[src/rtl/fp_pkg.sv]
// Shared constants, flag bit positions and FSM state encoding for the
// single-precision floating-point units.
package fp_pkg;
  localparam int EXP_W  = 8;
  localparam int MANT_W = 23;
  localparam int BIAS   = 127;

  localparam logic [31:0] QNAN    = 32'h7FC00000;
  localparam logic [31:0] POS_INF = 32'h7F800000;

  localparam int FLAG_INVALID   = 3;
  localparam int FLAG_DIV_ZERO  = 2;
  localparam int FLAG_OVERFLOW  = 1;
  localparam int FLAG_UNDERFLOW = 0;

  typedef enum logic [2:0] {IDLE, CLASSIFY, DIVIDE, ROUND, DONE} state_t;
endpackage

[src/rtl/fpdiv_es_execute.sv]
// Divider sign/exponent stage: result sign and biased exponent difference
// as a signed value two bits wider than the exponent field.
module fpdiv_es_execute #(
  parameter int EXP_W = fp_pkg::EXP_W,
  parameter int BIAS  = fp_pkg::BIAS
) (
  input  logic                    sa,
  input  logic                    sb,
  input  logic [EXP_W-1:0]        ea,
  input  logic [EXP_W-1:0]        eb,
  output logic                    sign,
  output logic signed [EXP_W+1:0] exp_diff
);
  always_comb begin
    sign     = sa ^ sb;
    exp_diff = $signed({2'b00, ea}) - $signed({2'b00, eb})
             + $signed((EXP_W+2)'(BIAS));
  end
endmodule

[src/rtl/fpdiv_iterative.sv]
// Single-precision divider: classify, radix-2 restoring mantissa divide
// (one quotient bit per cycle), round-to-nearest-even, valid/ready handshake.
module fpdiv_iterative #(
  parameter int EXP_W  = fp_pkg::EXP_W,
  parameter int MANT_W = fp_pkg::MANT_W,
  parameter int BIAS   = fp_pkg::BIAS
) (
  input  logic                    clk,
  input  logic                    rst,
  input  logic                    in_valid,
  output logic                    in_ready,
  input  logic [EXP_W+MANT_W:0]   a,
  input  logic [EXP_W+MANT_W:0]   b,
  output logic                    out_valid,
  input  logic                    out_ready,
  output logic [EXP_W+MANT_W:0]   q,
  output logic [3:0]              flags
);
  import fp_pkg::*;

  localparam int W  = EXP_W + MANT_W + 1;
  localparam int M  = MANT_W + 1;
  localparam int QW = M + 2;
  localparam int CW = $clog2(QW);
  localparam logic [CW-1:0]          LAST = CW'(QW - 1);
  localparam logic signed [EXP_W+1:0] EMAX = (EXP_W+2)'((1 << EXP_W) - 1);
  localparam logic signed [EXP_W+1:0] ONE  = (EXP_W+2)'(1);
  localparam logic signed [EXP_W+1:0] ZERO = '0;

  state_t state, next_state;

  logic [W-1:0]            a_r, b_r;
  logic [M:0]              rem, rem_sub, rem_sel;
  logic [M-1:0]            dvs;
  logic [QW-1:0]           quo, quo_n;
  logic [CW-1:0]           cnt;
  logic signed [EXP_W+1:0] exp_r, exp_diff, exp_n, exp_f;
  logic                    sign_r, sign, rem_ge;

  logic [EXP_W-1:0]  ea, eb;
  logic [MANT_W-1:0] fa, fb;
  logic a_zero, a_inf, a_nan, b_zero, b_inf, b_nan;
  logic special;
  logic [W-1:0] spec_q, inf_val, zero_val, qnan_val, round_q;
  logic [3:0]   spec_flags, round_flags;

  logic [M-1:0]      mant;
  logic [M:0]        mant_r;
  logic [MANT_W-1:0] mant_f;
  logic              guard, sticky, round_up, ovf, unf;

  fpdiv_es_execute #(.EXP_W(EXP_W), .BIAS(BIAS)) u_es (
    .sa       (a_r[W-1]),
    .sb       (b_r[W-1]),
    .ea       (ea),
    .eb       (eb),
    .sign     (sign),
    .exp_diff (exp_diff)
  );

  // Denormals have a zero exponent and so classify as (signed) zero.
  always_comb begin
    ea = a_r[W-2:MANT_W];
    eb = b_r[W-2:MANT_W];
    fa = a_r[MANT_W-1:0];
    fb = b_r[MANT_W-1:0];
    a_zero = (ea == '0);
    a_inf  = (ea == '1) && (fa == '0);
    a_nan  = (ea == '1) && (fa != '0);
    b_zero = (eb == '0);
    b_inf  = (eb == '1) && (fb == '0);
    b_nan  = (eb == '1) && (fb != '0);

    inf_val  = {sign, {EXP_W{1'b1}}, {MANT_W{1'b0}}};
    zero_val = {sign, {(W-1){1'b0}}};
    qnan_val = {1'b0, {EXP_W{1'b1}}, 1'b1, {(MANT_W-1){1'b0}}};

    special    = 1'b1;
    spec_q     = zero_val;
    spec_flags = '0;
    if (a_nan || b_nan || (a_zero && b_zero) || (a_inf && b_inf)) begin
      spec_q = qnan_val;
      spec_flags[FLAG_INVALID] = 1'b1;
    end else if (b_zero && !a_inf) begin
      spec_q = inf_val;
      spec_flags[FLAG_DIV_ZERO] = 1'b1;
    end else if (a_inf) begin
      spec_q = inf_val;
    end else if (b_inf || a_zero) begin
      spec_q = zero_val;
    end else begin
      special = 1'b0;
    end
  end

  always_comb begin
    rem_ge  = (rem >= {1'b0, dvs});
    rem_sub = rem - {1'b0, dvs};
    rem_sel = rem_ge ? rem_sub : rem;
  end

  // Quotient lies in (0.5, 2): normalise first, then round, then renormalise on carry.
  always_comb begin
    quo_n    = quo[QW-1] ? quo : (quo << 1);
    exp_n    = quo[QW-1] ? exp_r : (exp_r - ONE);
    mant     = quo_n[QW-1:2];
    guard    = quo_n[1];
    sticky   = quo_n[0] | (rem != '0);
    round_up = guard & (sticky | mant[0]);
    mant_r   = {1'b0, mant} + (M+1)'(round_up);
    if (mant_r[M]) begin
      mant_f = mant_r[MANT_W:1];
      exp_f  = exp_n + ONE;
    end else begin
      mant_f = mant_r[MANT_W-1:0];
      exp_f  = exp_n;
    end
    ovf = (exp_f >= EMAX);
    unf = (exp_f <= ZERO);
    round_flags = '0;
    if (ovf) begin
      round_q = {sign_r, {EXP_W{1'b1}}, {MANT_W{1'b0}}};
      round_flags[FLAG_OVERFLOW] = 1'b1;
    end else if (unf) begin
      round_q = {sign_r, {(W-1){1'b0}}};
      round_flags[FLAG_UNDERFLOW] = 1'b1;
    end else begin
      round_q = {sign_r, exp_f[EXP_W-1:0], mant_f};
    end
  end

  always_comb begin
    next_state = state;
    case (state)
      IDLE:     if (in_valid && in_ready) next_state = CLASSIFY;
      CLASSIFY: next_state = special ? DONE : DIVIDE;
      DIVIDE:   if (cnt == LAST) next_state = ROUND;
      ROUND:    next_state = DONE;
      DONE:     if (out_ready) next_state = IDLE;
      default:  next_state = IDLE;
    endcase
  end

  always_ff @(posedge clk or posedge rst) begin
    if (rst) state <= IDLE;
    else     state <= next_state;
  end

  always_ff @(posedge clk or posedge rst) begin
    if (rst) begin
      a_r       <= '0;
      b_r       <= '0;
      rem       <= '0;
      dvs       <= '0;
      quo       <= '0;
      cnt       <= '0;
      exp_r     <= '0;
      sign_r    <= 1'b0;
      q         <= '0;
      flags     <= '0;
      in_ready  <= 1'b0;
      out_valid <= 1'b0;
    end else begin
      in_ready  <= (next_state == IDLE);
      out_valid <= (next_state == DONE);
      case (state)
        IDLE: if (in_valid && in_ready) begin
          a_r <= a;
          b_r <= b;
        end
        CLASSIFY: begin
          if (special) begin
            q     <= spec_q;
            flags <= spec_flags;
          end else begin
            rem    <= {2'b01, fa};
            dvs    <= {1'b1, fb};
            quo    <= '0;
            cnt    <= '0;
            exp_r  <= exp_diff;
            sign_r <= sign;
          end
        end
        DIVIDE: begin
          rem <= rem_sel << 1;
          quo <= {quo[QW-2:0], rem_ge};
          cnt <= cnt + 1'b1;
        end
        ROUND: begin
          q     <= round_q;
          flags <= round_flags;
        end
        default: ;
      endcase
    end
  end
endmodule

[config.mk]
export PLATFORM = sky130hd
export DESIGN_NAME = fpdiv_iterative
export DESIGN_NICKNAME = d
export VERILOG_FILES = /design/src/rtl/fp_pkg.sv /design/src/rtl/fpdiv_es_execute.sv /design/src/rtl/fpdiv_iterative.sv
export SDC_FILE = /design/constraint.sdc
export NUM_CORES = 1
export LEC_CHECK = 0
export CORE_AREA = 3 3 206 208
export DETAILED_ROUTE_END_ITERATION = 8
export DIE_AREA = 0 0 209 211
export PLACE_DENSITY = 0.53
export SETUP_SLACK_MARGIN = 0.15
export SLEW_MARGIN = 40
export SYNTH_ARGS = -nofsm -noshare
export SYNTH_HDL_FRONTEND = slang
export SYNTH_HIERARCHICAL = 1
export SYNTH_SLANG_ARGS = --single-unit
[constraint.sdc]
create_clock -name clk -period 16.6 [get_ports clk]
set_input_delay 2.49 -clock clk [delete_from_list [all_inputs] [get_ports clk]]
set_output_delay 2.49 -clock clk [all_outputs]
set_load 0.02 [all_outputs]
==> out/metrics.yaml, run 1 <==
area_growth_pct: 18.4
synth_warnings: 6
cp_num_buf_inv: 1
drc: 0
cts.sinks: 196
hp-class: "flip-flop to flip-flop"
grt_usage_pct: 14.2
cts_setup_buffers: 0
numCtsBuffers: 17
die_w_um: 209
vias_per_cell: 4.97
hold_depth: 2
setup_viol: 0
start_util_pct: 29.8
maxCapViolCount: 0
overflow: 0
max_freq_mhz: 253
max_slew_margin_pct: 50.2
max_slew.worst_pin.slew_ps: 748
drtAntennaViolNets: 0
cts_tree: "yes"
antenna_found_initial: 0
crit_slowest_cell: "clkdlybuf4s50_1"
cellPowerDensity_nw_per_um2: 207
final_area_um2: 14400
r2r-end: "q[10]$_DFFE_PP0P_"
dpl_cell_area_um2: 13700
ff2ff_setup_slack_ps: 12740
grt_use_met3_pct: 2.09
crit_path_start_kind: "flip-flop"
p_total_mw: 2.98
synth-main-ff-cell: "dfrtp_1"
cp.required_ps: 14110
rsz0062_at_grt: "no"
h-tree-depth: 4
vias: 9668
hold_viol_final: 0
fin_cells: 1946
crit_arrival_ps: 1470
critPathTopFamily: "buffers and inverters"
die_h_um: 211
clk_path_buf_depth: 2
fin_skew_ps: 12.9
fin_setup_tns_ps: 0
hp-start: "dvs[23]$_DFFE_PP0P_"
io_pins: 106
cts_resized: 0
fin_crit_sh_pct: 23.9
hold_buffers: 0
drtIter0Drc: 458
port_buffers: 105
rows: 74
endpoint_kind: "primary output"
max_stage_delay_ps: 640
grt_use_met1_pct: 20.3
hpwlAfterDp_um: 22800
grt_pass1_vias: 9459
num_antenna_cells: 0
timing.hold.ws_ps: 472
place_inst: 1913
synth-seq-cells: 196
grt_use_met2_pct: 23.3
holdPathEnd: "dvs[23]$_DFFE_PP0P_"
synth_fp_nets: 1454
grt_first_pass_wirelength_um: 51600
critPathKind: "flip-flop to primary output"
die_area_um2: 44100
synthCells: 1346
ir_worst_vdd_uv: 89.6
grt_max_degree: 117
r2r_start: "quo[2]$_DFFE_PP0P_"
clkTransAtPathRegs_ps: 80
total_leakage_power_nw: 5.84
worstSkewPairLatency_ps: 450
cp_max_fo: 2
min_period_ps: 3960
fp.coreArea_um2: 40700
drive_gt1_share_pct: 10.9
drv_slew: 0
yosysUniqueCellTypes: 86
clk_root_buffer_cell: "clkbuf_16"
path_depth: 1
syn_area_per_cell_um2: 9.01
synth_edf_count: 0
top_usage_layer: "met2"
syn_area_um2: 12100
wl_um: 31300
rr_worst_depth: 11
drtPass1Iterations: 7
cp_cell_sequence: "clkdlybuf4s50_1"
gp_congestion: 0.821
status: "finished clean"
wire_per_inst_um: 16.1
fill_cells: 4218
nets: 1509
async_reset_ff_share_pct: 100
yosysSeqAreaShare_pct: 40.4
## how the worst max path moves through the flow
stage | startpoint | to | slack [ps]
3_5_place_dp | rst | quo[25]$_DFFE_PP0P_ | 12140
2_1_floorplan | rst | a_r[0]$_DFFE_PP0P_ | 8770
3_3_place_gp | rst | quo[25]$_DFFE_PP0P_ | 11770
5_1_grt | quo[0]$_DFFE_PP0P_ | q[10]$_DFFE_PP0P_ | 12360
4_1_cts | flags[2]$_DFFE_PP0P_ | flags[2] | 12600
6_report | in_ready$_DFF_PP0_ | in_ready | 12640
## flip-flops by register name, indices dropped and copies added (netlist names)
name       count
sign_r         1
state          3
out_valid      1
quo           26
b_r           32
a_r           32
q             32
flags          4
cnt            5
rem           25
exp_r         10
in_ready       1
dvs           24
## synth_stat cells, types with 8 or more instances
cell	instances	share of area, %
a22oi_1	14	0.87
o31ai_1	20	1.2
a21o_1	12	0.74
o21ai_0	86	3.5
clkbuf_1	62	1.9
nor2b_1	13	0.67
inv_1	49	1.5
mux2_2	74	6.9
ha_1	39	4.0
nand4_1	32	1.7
and2_1	12	0.62
a21oi_1	37	1.5
o21ai_1	22	0.91
nand2_1	241	7.5
dfrtp_1	196	40
and3_1	11	0.57
nand3_1	32	1.3
nor2_1	64	2.0
mux2i_1	45	3.7
nor4_1	25	1.3
xor2_1	32	2.3
nor3_1	26	1.1
buf_2	8	0.33
a211oi_1	9	0.56
xnor2_1	45	3.2
## stage by stage
step	utilization [%]	worst slack, ps
3_3_place_gp	33.4	11770
6_report	35.2	12640
2_1_floorplan	-	8770
5_1_grt	35.2	12360
4_1_cts	35.1	12600
3_5_place_dp	33.6	12140
## cell families after synthesis
group	Yosys count	synth area share, %
DFF	196	40.4
xor gates and xnor gates	77	5.56
buffers and inverters	133	4.49
adders and majority gates	40	4.19
AOI/OAI and AO/OA	261	13.9
and+or+nand+nor	519	20.7
muxes	120	10.8
## per-layer routing
metal | vias up | part of all wire, %
met5 | - | 0
met1 | 4648 | 49
li1 | 4856 | -
met4 | 0 | 0.80
met3 | 17 | 2.9
met2 | 147 | 47
## placed cells by master, fill, tap and decap left out, types with 5 or more instances in the layout
cell type	n
a211oi_1	9
a21o_1	12
a21oi_1	37
a22oi_1	14
and2_1	12
and3_1	11
and4_1	7
buf_4	10
clkbuf_16	17
clkdlybuf4s50_1	105
dfrtp_1	195
ha_1	39
inv_1	48
inv_6	5
mux2_2	74
mux2i_1	45
nand2_1	241
nand2b_1	7
nand3_1	32
nand4_1	32
nand4b_1	5
nor2_1	63
nor2b_1	13
nor3_1	25
nor3b_1	5
nor4_1	24
o21a_1	7
o21ai_0	86
o21ai_1	21
o21bai_1	5
o31ai_1	20
or2_2	5
or3_1	6
xnor2_1	45
xor2_1	32
## power by group
| group | switching, mW | total, mW | leakage (nW) | internal, mW |
|---|---|---|---|---|
| Sequential | 0.199 | 0.873 | 2.47 | 0.674 |
| Clock | 0.203 | 0.461 | 0.310 | 0.258 |
| Combinational | 0.901 | 1.64 | 3.07 | 0.741 |
## final cells by class
cell class,instances,area (µm²),share of cell area [%]
clock buffers,18,429,2.99
clock inverters,14,211,1.47
inverters,49,196,1.37
multi-input cells,1017,6740,46.9
flip-flops and latches,196,4910,34.2
well taps,532,666,4.64
repair buffers,120,1220,8.47
Note: power is estimated with default switching activity, not from simulation.
==> run 2, diff against run 1 <==
clock period = 3.8 ns   (was 16.6 ns; I/O delays follow)
==> out/metrics.yaml, run 2 (synthesis gave the netlist of run 1 again) <==
place_inst: 1920  # +0.37%
multiInputGateArea_um2: 6740  # unchanged
clkTransAtPathRegs_ps: 80  # about the same
hpwlAfterDp_um: 23500  # +3.0%
cts_resized: 0  # unchanged
fin_setup_tns_ps: 0  # unchanged
start_util_pct: 29.8  # unchanged
wire_per_inst_um: 16.2  # +0.75%
drtAntennaViolNets: 0  # unchanged
endpoint_kind: "flip-flop"
cts.sinks: 196  # unchanged
clk_root_buffer_cell: "clkbuf_16"
worstSkewPairLatency_ps: 450  # about the same
area_growth_pct: 19.0
seqCellArea_um2: 4910  # unchanged
maxCapViolCount: 0  # unchanged
overflow: 0  # unchanged
die_h_um: 211  # unchanged
hold_viol_final: 0  # unchanged
grt_max_degree: 102  # -13%
gp_congestion: 0.885  # +7.7%
max_slew_margin_pct: 40.9  # -9.2 points
ff2ff_setup_slack_ps: 590  # -12150 ps
grt_first_pass_wirelength_um: 52300  # +1.4%
drive_gt1_share_pct: 11.4  # +0.51 points
layout_commonest_cell: "nand2_1"
top_usage_layer: "met2"
die_w_um: 209  # unchanged
drtPass1Iterations: 5  # -2
hp-class: "input pin to asynchronous set/reset pin"
fill_cells: 4193  # -0.59%
drtIter0Drc: 497  # +8.5%
cp_max_fo: 12  # +10
reg_top3: "a_r: 32 flops, b_r: 32 flops, q: 32 flops"
grt_use_met1_pct: 20.4  # +0.17 points
fin_crit_sh_pct: 84.4
cp.required_ps: 4170  # -9940 ps
vias_per_cell: 5.03  # +1.2%
grt_usage_pct: 14.5  # +0.29 points
clk_path_buf_depth: 2  # unchanged
io_pins: 106  # unchanged
ir_worst_vdd_uv: 363  # +300%
rows: 74  # unchanged
wl_um: 31700  # +1.1%
vias: 9822  # +1.6%
drv_slew: 0  # unchanged
antenna_found_initial: 0  # unchanged
critPathKind: "flip-flop to flip-flop"
grt_use_met2_pct: 23.6  # +0.34 points
cts_setup_buffers: 0  # unchanged
grt_pass1_vias: 9565  # +1.1%
total_leakage_power_nw: 5.88  # +0.71%
numCtsBuffers: 17  # unchanged
max_slew.worst_pin.slew_ps: 878  # +131 ps
h-tree-depth: 4  # unchanged
port_buffers: 105  # unchanged
fin_skew_ps: 9.92  # -2.93 ps
cts_tree: "yes"
grt_use_met3_pct: 2.36  # +0.27 points
num_antenna_cells: 0  # unchanged
cellPowerDensity_nw_per_um2: 898  # +330%
rsz0062_at_grt: "no"
min_period_ps: 3210
drc: 0  # unchanged
max_freq_mhz: 312
fp.coreArea_um2: 40700  # unchanged
mostFrequentLayoutCells: "nand2_1 (241), dfrtp_1 (195), clkdlybuf4s50_1 (105), o21ai_0 (86), mux2_2 (74)"
status: "finished clean"
die_area_um2: 44100  # unchanged
crit_arrival_ps: 3570  # +2100 ps
hold_buffers: 0  # unchanged
crit_path_start_kind: "flip-flop"
setup_viol: 0  # unchanged
fin_cells: 1953  # +0.36%
nets: 1516  # +0.46%
run 2: cell count changes in the layout (fill, tap and decap cells not counted), sizes merged:
| cell | delta |
|---|---|
| buf | +7 |
| bufinv | -2 |
| clkinv | +2 |
| clkbuf | -1 |
| clkinvlp | +1 |
run 2: per-layer routing:
metal  up-vias  routed length (µm)
li1       4881                   -
met5         -                   0
met1      4767               15500
met2       156               14800
met4         0                 393
met3        18                1040
run 2: layout make-up:
| class | count | area share (%) |
|---|---|---|
| well taps | 532 | 4.61 |
| repair buffers | 127 | 9.19 |
| clock inverters | 15 | 1.32 |
| multi-input cells | 1017 | 46.7 |
| flip-flops and latches | 196 | 34.0 |
| inverters | 49 | 1.30 |
| clock buffers | 17 | 2.95 |
run 2: path summary, 6_finish.rpt:
check | startpoint | endpoint | cells after the start
worst max-delay path | rem[3]$_DFFE_PP0P_ | rem[21]$_DFFE_PP0P_ | 10
worst min-delay path | rst | b_r[2]$_DFFE_PP0P_ | 3
worst max register to register | rem[3]$_DFFE_PP0P_ | rem[21]$_DFFE_PP0P_ | 10
worst min register to register | q[6]$_DFFE_PP0P_ | q[6]$_DFFE_PP0P_ | 2
max in group asynchronous | rst | b_r[30]$_DFFE_PP0P_ | 4
min in group clk | q[6]$_DFFE_PP0P_ | q[6]$_DFFE_PP0P_ | 2
run 2: worst max-delay path, cell delays in order (launching register included):
cell      delay [ps]
dfrtp_1          440
ha_1             370
nand2_1           80
o21bai_1         170
a31oi_1          420
nand4_1          170
a31oi_1          390
o32ai_4          250
buf_6            210
or3b_2           460
a22oi_1          150
run 2: through the flow:
stage / worst slack (ps) / hold slack [ps] / instance area [µm²] / power [mW] / utilization, %
2_1_floorplan: 155 / 418 / 12200 / 9.22 / -
3_3_place_gp: 624 / 460 / 13800 / 11.0 / 33.8
3_5_place_dp: 612 / 466 / 13800 / 11.1 / 33.9
4_1_cts: 583 / 466 / 14400 / 13.0 / 35.4
5_1_grt: 224 / 472 / 14400 / 14.1 / 35.4
6_report: 593 / 481 / 14400 / 13.0 / 35.4
run 2: power breakdown:
group          total [mW]  internal [mW]  switching (mW)
logic                7.25           3.27            3.98
registers            3.80           2.94           0.861
clock network        1.91           1.00           0.912
==> RTL change: new RTL, flow settings as in run 2 <==
Set the package constant `EXP_W` to 9 (it was 8).
--- a/src/rtl/fp_pkg.sv
+++ b/src/rtl/fp_pkg.sv
@@ -1,7 +1,7 @@
 // Shared constants, flag bit positions and FSM state encoding for the
 // single-precision floating-point units.
 package fp_pkg;
-  localparam int EXP_W  = 8;
+  localparam int EXP_W  = 9;
   localparam int MANT_W = 23;
   localparam int BIAS   = 127;
 
Ports: changed (resized a, b and q); port bits go from 106 to 109. No check against the original RTL was run, so the function may have changed too.
==> RTL change against run 2 <==
- synthesized area decreased by 0.55%
- setup slack got worse by 0.33 ns
- routed wire length increased by 5.8%
- critical path depth increased by 3
- via count about the same
- final area increased by 1.9%
- power increased by 5.8%
- sequential cell count increased by 4
- critical endpoint is now q[21]$_DFFE_PP0P_
- synthesized cell count decreased by 4.5%
==> RTL change: results (changes against run 2) <==
fillers: 4122  # -1.7%
h-tree-depth: 4  # unchanged
routabilityCongestion: 0.853  # -3.6%
dr.first_iter.drc_count: 532  # +7.0%
ys_top_cells_by_area: "dfrtp_1 41%, mux2_2 7.2%, nand2_1 5.4%, ha_1 4.0%, o21ai_0 3.8%"
power.leakage_nw: 5.93  # +0.73%
synthFlopType: "dfrtp_1"
worstMarginPinSlew_ns: 0.743  # -0.135 ns
netlist_instances: 1286  # -4.5%
grt_max_degree: 105  # +2.9%
synth-async-reset-ratio: 1.00  # unchanged
antenna_found_initial: 1  # +1
drive_gt1_frac: 0.145  # +0.0308
reg2reg_to: "q[21]$_DFFE_PP0P_"
p_sw_mw: 6.21  # +7.9%
grt.total_usage: 0.152  # +0.00707
vias: 9831  # +0.092%
fin_nets: 1500  # -1.1%
grt_pass1_vias: 9599  # +0.36%
r2r_slack_ns: 0.27  # -0.33 ns
max-vdd-ir-drop_v: 0.000491  # +35%
slowest_stage: "or4b_4"
syn-num-nets: 1397  # -3.9%
crit_path_max_fanout: 9  # -3
port_buffers: 108  # +2.9%
top_regs: "a_r (33), b_r (33), q (33)"
vias_per_cell: 5.08  # +1.1%
synth.distinct_cells: 82  # -4.7%
ys_seq_area_frac: 0.415  # +0.0105
drtPass1Iterations: 5  # unchanged
ys_top_cells_by_count: "200 x dfrtp_1, 173 x nand2_1, 92 x o21ai_0"
wirelength_um: 33500  # +5.8%
grt_pass1_wl_um: 54200  # +3.6%
run_status: "finished clean"
rr_worst_depth: 13  # +3
dp_hpwl_um: 25200  # +7.1%
r2r-start: "quo[25]$_DFFE_PP0P_"
RTL change: logic make-up after synthesis:
family,share of synthesized area
simple gates,0.167
compound gates,0.163
flops,0.415
buf+inv,0.0446
mux,0.107
xor+xnor,0.0608
fa+ha+maj,0.0438
RTL change: through the flow:
step                utilization  hold WS (ns)  power, mW  instance area [sq um]  setup slack, ns
floorplan                     -         0.431       9.41                  12200           -0.220
global placement          0.341         0.453       11.5                  13900            0.193
detailed placement        0.342         0.461       11.7                  13900          -0.0216
CTS                       0.359         0.482       13.7                  14600            0.162
global route              0.361         0.513       14.9                  14700           0.0888
finish                    0.361         0.475       13.7                  14700            0.265
RTL change: worst max-delay path: cells and delay by family, from the launching register on:
| family | cells | cell delay [ns] |
|---|---|---|
| AND/OR/NAND/NOR | 8 | 2.14 |
| flip-flops | 1 | 0.45 |
| AO/OA/AOI/OAI | 2 | 0.32 |
| buffers and inverters | 1 | 0.20 |
| adder cells (fa/ha/maj) | 1 | 0.18 |
| XOR/XNOR | 1 | 0.17 |
RTL change: power groups by stage:
| stage | registers (mW) | logic, mW | clock network [mW] |
|---|---|---|---|
| 3_5_place_dp | 3.97 | 7.70 | 0 |
| 4_1_cts | 3.93 | 7.81 | 1.99 |
| 3_3_place_gp | 3.95 | 7.59 | 0 |
| 5_1_grt | 4.06 | 8.75 | 2.10 |
| 2_1_floorplan | 3.69 | 5.72 | 0 |
| 6_report | 3.92 | 7.86 | 1.94 |
RTL change: worst min path at each step:
stage                         startpoint                   end  slack [ns]  depth (start not counted)
CTS                  dvs[23]$_DFFE_PP0P_   dvs[23]$_DFFE_PP0P_        0.48                          2
finish               dvs[23]$_DFFE_PP0P_   dvs[23]$_DFFE_PP0P_        0.48                          2
detailed placement   dvs[23]$_DFFE_PP0P_   dvs[23]$_DFFE_PP0P_        0.46                          2
global placement     dvs[23]$_DFFE_PP0P_   dvs[23]$_DFFE_PP0P_        0.45                          2
global route        flags[0]$_DFFE_PP0P_  flags[0]$_DFFE_PP0P_        0.51                          1
floorplan            dvs[23]$_DFFE_PP0P_   dvs[23]$_DFFE_PP0P_        0.43                          2
RTL change: timing repair:
item	CTS	global route
gates cloned	1	0
endpoints found under the setup margin	22	32
pin swaps	6	5
resized for setup	6	11
endpoints found under the hold margin	0	0
setup buffers	8	4
RTL change: per-layer routing:
metal  global-route usage  up-vias  wire (um)
li1                     -     4808          -
met1                0.196     4780      14800
met2                0.264      199      16700
met3               0.0263       42       1180
met4               0.0436        2        777
met5                    0        -         13
RTL change: final cells by class:
class                           count  share of cell area
Sequential cell                   200               0.340
Inverter                           59              0.0153
Tap cell                          532              0.0452
Clock buffer                       18              0.0298
Multi-Input combinational cell    953               0.452
Timing Repair Buffer              158               0.105
Clock inverter                     14              0.0120
